<file path="src/rtl/ps_loop_seq.sv">
// Hardware DO-UNTIL loop sequencer: a small stack of {start, end, count}
// entries that redirects fetch to the loop start until the count expires.
module ps_loop_seq #(
    parameter int AW    = 16,
    parameter int CW    = 16,
    parameter int DEPTH = 4
) (
    input  logic                     clk,
    input  logic                     rst,
    input  logic                     ps_hold,
    input  logic [AW-1:0]            ps_faddr,
    input  logic                     lp_push,
    input  logic [AW-1:0]            lp_start,
    input  logic [AW-1:0]            lp_end,
    input  logic [CW-1:0]            lp_cnt,
    input  logic                     lp_pop,
    output logic                     lp_redir,
    output logic [AW-1:0]            lp_redir_add,
    output logic                     lp_done,
    output logic [CW-1:0]            lp_cntr,
    output logic [$clog2(DEPTH):0]   lp_stkp,
    output logic                     lp_empty,
    output logic                     lp_full,
    output logic                     lp_ovf,
    output logic                     lp_err
);

    localparam int IW = $clog2(DEPTH);
    localparam int PW = IW + 1;

    logic [AW-1:0] start_q [DEPTH];
    logic [AW-1:0] end_q   [DEPTH];
    logic [CW-1:0] cnt_q   [DEPTH];
    logic [PW-1:0] stkp_q, stkp_d;
    logic          ovf_q, ovf_d;
    logic          err_q, err_d;

    logic [IW-1:0] top;
    logic [IW-1:0] widx;
    logic          empty, full;
    logic          match, redir, done;
    logic          pop_req, pop, push_att, push_ok;

    assign top   = IW'(stkp_q - PW'(1));
    assign empty = (stkp_q == '0);
    assign full  = (stkp_q == PW'(DEPTH));

    // Only the top entry is compared, so a shared end address pops one level.
    assign match = !empty && !ps_hold && (ps_faddr == end_q[top]);
    assign redir = match && (cnt_q[top] > CW'(1));
    assign done  = match && (cnt_q[top] == CW'(1));

    always_comb begin
        pop_req  = lp_pop && !empty && !ps_hold;
        pop      = done || pop_req;
        push_att = lp_push && !ps_hold && !pop_req;
        push_ok  = push_att && (lp_cnt != '0) && !full;
        err_d    = push_att && (lp_cnt == '0);
        ovf_d    = ovf_q || (push_att && (lp_cnt != '0) && full);
        widx     = pop ? top : stkp_q[IW-1:0];
        stkp_d   = stkp_q + PW'(push_ok) - PW'(pop);
    end

    always_ff @(posedge clk or negedge rst) begin
        if (!rst) begin
            stkp_q <= '0;
            ovf_q  <= 1'b0;
            err_q  <= 1'b0;
            for (int i = 0; i < DEPTH; i++) begin
                start_q[i] <= '0;
                end_q[i]   <= '0;
                cnt_q[i]   <= '0;
            end
        end else begin
            stkp_q <= stkp_d;
            ovf_q  <= ovf_d;
            err_q  <= err_d;
            if (redir) begin
                cnt_q[top] <= cnt_q[top] - CW'(1);
            end
            // On a termination pop the new entry overwrites the retiring top.
            if (push_ok) begin
                start_q[widx] <= lp_start;
                end_q[widx]   <= lp_end;
                cnt_q[widx]   <= lp_cnt;
            end
        end
    end

    assign lp_redir     = redir;
    assign lp_redir_add = empty ? '0 : start_q[top];
    assign lp_done      = done;
    assign lp_cntr      = empty ? '0 : cnt_q[top];
    assign lp_stkp      = stkp_q;
    assign lp_empty     = empty;
    assign lp_full      = full;
    assign lp_ovf       = ovf_q;
    assign lp_err       = err_q;

endmodule

</file>
<file path="config.mk">
export PLATFORM = sky130hd
export DESIGN_NAME = ps_loop_seq
export DESIGN_NICKNAME = d
export VERILOG_FILES = /design/src/rtl/ps_loop_seq.sv
export SDC_FILE = /design/constraint.sdc
export NUM_CORES = 1
export LEC_CHECK = 0
export CAP_MARGIN = 20
export CORE_ASPECT_RATIO = 1.25
export CORE_UTILIZATION = 35
export DETAILED_ROUTE_END_ITERATION = 7
export GPL_TIMING_DRIVEN = 0
export PLACE_DENSITY_LB_ADDON = 0.1
export SLEW_MARGIN = 30
export SYNTH_ARGS = -nofsm -noshare
export SYNTH_HDL_FRONTEND = slang
export SYNTH_SLANG_ARGS = --single-unit
export TNS_END_PERCENT = 5
</file>
<file path="constraint.sdc">
create_clock -name clk -period 14.8 [get_ports clk]
set_clock_uncertainty 0.2 [all_clocks]
set_input_delay 2.96 -clock clk [delete_from_list [all_inputs] [get_ports clk]]
set_output_delay 2.96 -clock clk [all_outputs]
set_load 0.05 [all_outputs]
</file>
==> flow_summary.yaml <==
clock_tree:
  tritoncts: "done"
  cts_htree_levels: 4
  clk_pin_slew_worst_paths_ns: 0.07
  cts.repair_timing.setup_buffer_count: 0
  cts_hold_buf: 0
  clock-root-buffer: "sky130_fd_sc_hd__clkbuf_16"
  ctsLongestPathBuffers: 2
  total_cts_buffers: 17
  cts_repair_resize_count: 0
  clock-sinks: 197
  clock_latency_ns: 0.44
global_route:
  grt-ovfl-total: 0
  grt_first_pass_wirelength_um: 43000
  grt_start_max_net_pins: 81
  grt_usage: 0.190
  grt_antenna_before_repair: 1
  vias_in_the_first_global_route: 7369
placed_design:
  hpwl_after_dpl_um: 19600
  placement.io_buffers: 109
  gp_congestion: 0.770
  post_dp_area_mm2: 0.0122
  worst_slack_at_placement_ns: 4.29
power:
  power_w: 0.00345
  cell_pwr_density_mw_per_mm2: 269
  worst_ir_drop_vdd_mv: 0.198
  power.leakage_nw: 5.71
finish:
  areaGrowthSynthToFinish_pct: 21.7
  most-common-layout-cells: "197 x sky130_fd_sc_hd__dfrtp_1, 173 x sky130_fd_sc_hd__mux2_2, 108 x sky130_fd_sc_hd__clkdlybuf4s50_1, 72 x sky130_fd_sc_hd__mux2_4, 40 x sky130_fd_sc_hd__mux4_2"
  mostFrequentLayoutCell: "sky130_fd_sc_hd__dfrtp_1"
  layout-drive-gt1-share: 0.403
  final_area_mm2: 0.0128
  diodes: 0
  finalNetCount: 932
route:
  firstDrtPassIters: 4
  drcViolationCount: 0
  via_per_inst: 5.20
  detailroute.via_count: 6562
  detail_route.wirelength_um: 27500
  initial_detailed_routing_violation_count: 329
  post_drt_wl_per_cell_um: 21.8
  antenna_left: 0
sta:
  rsz_0062_raised_after_global_routing: "no"
  max_freq_ghz: 0.0926
  timing.setup.tns_ns: 0
  final_min_period_over_clock_period: 0.730
  final_worst_slack_ns: 4.00
  final-max-slew-violation-count: 0
  worst_pin_slew_ns: 0.840
  setup-violations-final: 0
  final.min_clock_period_ns: 10.80
  timing.max_slew.rel_slack: 0.440
  hold_viol_final: 0
critical_path:
  endpoint_kind_of_the_worst_setup_timing_path: "primary output"
  setup.worst_path.start_class: "flip-flop"
  crit_arrival_ns: 7.64
  worst_r2r_setup_slack_ns: 7.15
  r2r.worst_path.cells: 19
  crit_fanout: 10
  critPathKind: "reg2out"
  required_worst_endpoint_ns: 11.64
die:
  num_io_pins: 110
  placeable_core_region_mm2: 0.0294
  die-area_mm2: 0.0309
  die_h_um: 196
  floorplan.initialDensity: 0.359
  fp.dieW_um: 157
  std_cell_rows: 70
synthesis:
  edff_count_synth: 0
  synth.top_cell.area_share: 0.467
  yosys_warnings: 0
  synth_fp_nets: 802
  syn_avg_cell_area_um2: 14.6
  yosysTopAreaCell: "sky130_fd_sc_hd__dfrtp_1"
  synth_cells: 724
  ys_seq_elements: 197
  synth_cell_types: 43
  async_reset_ff_frac: 1.00
  synth_area_mm2: 0.0106
  yosys-top-cells-area: "sky130_fd_sc_hd__dfrtp_1 47%, sky130_fd_sc_hd__mux2_2 18%, sky130_fd_sc_hd__mux2_4 10%"
  ys_seq_area_frac: 0.467
  synth-main-ff-cell: "sky130_fd_sc_hd__dfrtp_1"
flow_run:
  max_capacitance_violation_total: 0
hold_path:
  hold_depth: 1
  min-delay-path-class: "reg2reg"
outcome:
  outcome: "complete, no violations"
-- path summary, 6_finish.rpt --
path | to | from
min in group asynchronous | start_q[3] | rst
hold / removal | start_q[16] | start_q[16]
hold reg to reg | start_q[16] | start_q[16]
setup reg to reg | start_q[42] | lp_stkp[0]
max in group asynchronous | end_q[58] | rst
setup / recovery | lp_redir_add[14] | lp_stkp[0]
-- flip-flops by register name, summed over array words and instances, names as in the netlist --
name	flops
lp_err	1
cnt_q	64
lp_stkp	3
start_q	64
lp_ovf	1
end_q	64
-- layout make-up --
class / count / area [µm²]
clock buffer: 21 / 470
fill: 2722 / 16600
clock inverter: 11 / 171
buffer: 44 / 280
tap: 396 / 495
multi-input combinational: 474 / 5310
inverter: 9 / 33.8
timing repair buffer: 111 / 1150
sequential: 197 / 4930
-- stage by stage --
step	cells	util	hold slack, ns
after global placement	1229	0.413	0.271
after global routing	1263	0.436	0.317
after detailed placement	1231	0.415	0.285
final	1263	0.436	0.303
after floorplan	724	-	0.259
after CTS	1263	0.436	0.301
-- cell usage after synthesis, types with 2 or more instances --
library cell / instances
sky130_fd_sc_hd__mux4_2: 40
sky130_fd_sc_hd__mux2_4: 72
sky130_fd_sc_hd__nor2_1: 22
sky130_fd_sc_hd__nor4_1: 10
sky130_fd_sc_hd__mux2_2: 173
sky130_fd_sc_hd__dfrtp_1: 197
sky130_fd_sc_hd__mux2i_1: 21
sky130_fd_sc_hd__nand2b_1: 3
sky130_fd_sc_hd__buf_6: 9
sky130_fd_sc_hd__xnor2_1: 16
sky130_fd_sc_hd__o21ai_0: 2
sky130_fd_sc_hd__o22ai_1: 2
sky130_fd_sc_hd__nor3_1: 3
sky130_fd_sc_hd__nand4_1: 2
sky130_fd_sc_hd__buf_2: 7
sky130_fd_sc_hd__buf_1: 2
sky130_fd_sc_hd__xor2_1: 15
sky130_fd_sc_hd__ha_1: 8
sky130_fd_sc_hd__nand3_1: 6
sky130_fd_sc_hd__nand2_1: 11
sky130_fd_sc_hd__clkbuf_1: 16
sky130_fd_sc_hd__and3_1: 3
sky130_fd_sc_hd__or4_1: 3
sky130_fd_sc_hd__mux2_1: 8
sky130_fd_sc_hd__a31oi_1: 8
sky130_fd_sc_hd__nor2b_1: 31
sky130_fd_sc_hd__buf_4: 10
sky130_fd_sc_hd__inv_1: 9
-- cells by family (layout without fill, tap and decap cells) --
kind of cell,count (synthesis),count (layout),share of synthesized area
flops,197,197,0.467
fa+ha+maj,9,9,0.0114
simple gates,100,100,0.0522
xor+xnor,31,31,0.0257
compound gates,20,20,0.0130
mux,314,314,0.401
buf+inv,53,196,0.0296
-- critical path, cell delays in order (launching register included) --
cell                              delay [ns]
sky130_fd_sc_hd__dfrtp_1                0.43
sky130_fd_sc_hd__buf_2                  0.26
sky130_fd_sc_hd__buf_4                  0.30
sky130_fd_sc_hd__buf_4                  0.29
sky130_fd_sc_hd__buf_2                  0.40
sky130_fd_sc_hd__buf_1                  0.63
sky130_fd_sc_hd__inv_1                  0.21
sky130_fd_sc_hd__ha_1                   0.34
sky130_fd_sc_hd__clkbuf_1               0.59
sky130_fd_sc_hd__buf_2                  0.47
sky130_fd_sc_hd__buf_2                  0.37
sky130_fd_sc_hd__buf_2                  0.32
sky130_fd_sc_hd__clkbuf_1               0.53
sky130_fd_sc_hd__clkbuf_1               0.65
sky130_fd_sc_hd__mux4_2                 0.35
sky130_fd_sc_hd__nor2b_1                0.20
sky130_fd_sc_hd__clkdlybuf4s50_1        0.84
-- layer usage --
metal  GRT usage  part of all wire  wire length [µm]  up-vias
met5           0           0.00040                11        -
met4      0.0507             0.015               400        2
met3      0.0336             0.039              1060       31
met1       0.241              0.43             11800     3463
li1            -                 -                 -     2918
met2       0.329              0.52             14300      148
-- power breakdown --
| part | internal, W | switching, W |
|---|---|---|
| clock | 0.000297 | 0.000209 |
| sequential | 0.000798 | 0.000134 |
| combinational | 0.000927 | 0.00109 |
Note: power is estimated with default switching activity, not from simulation.
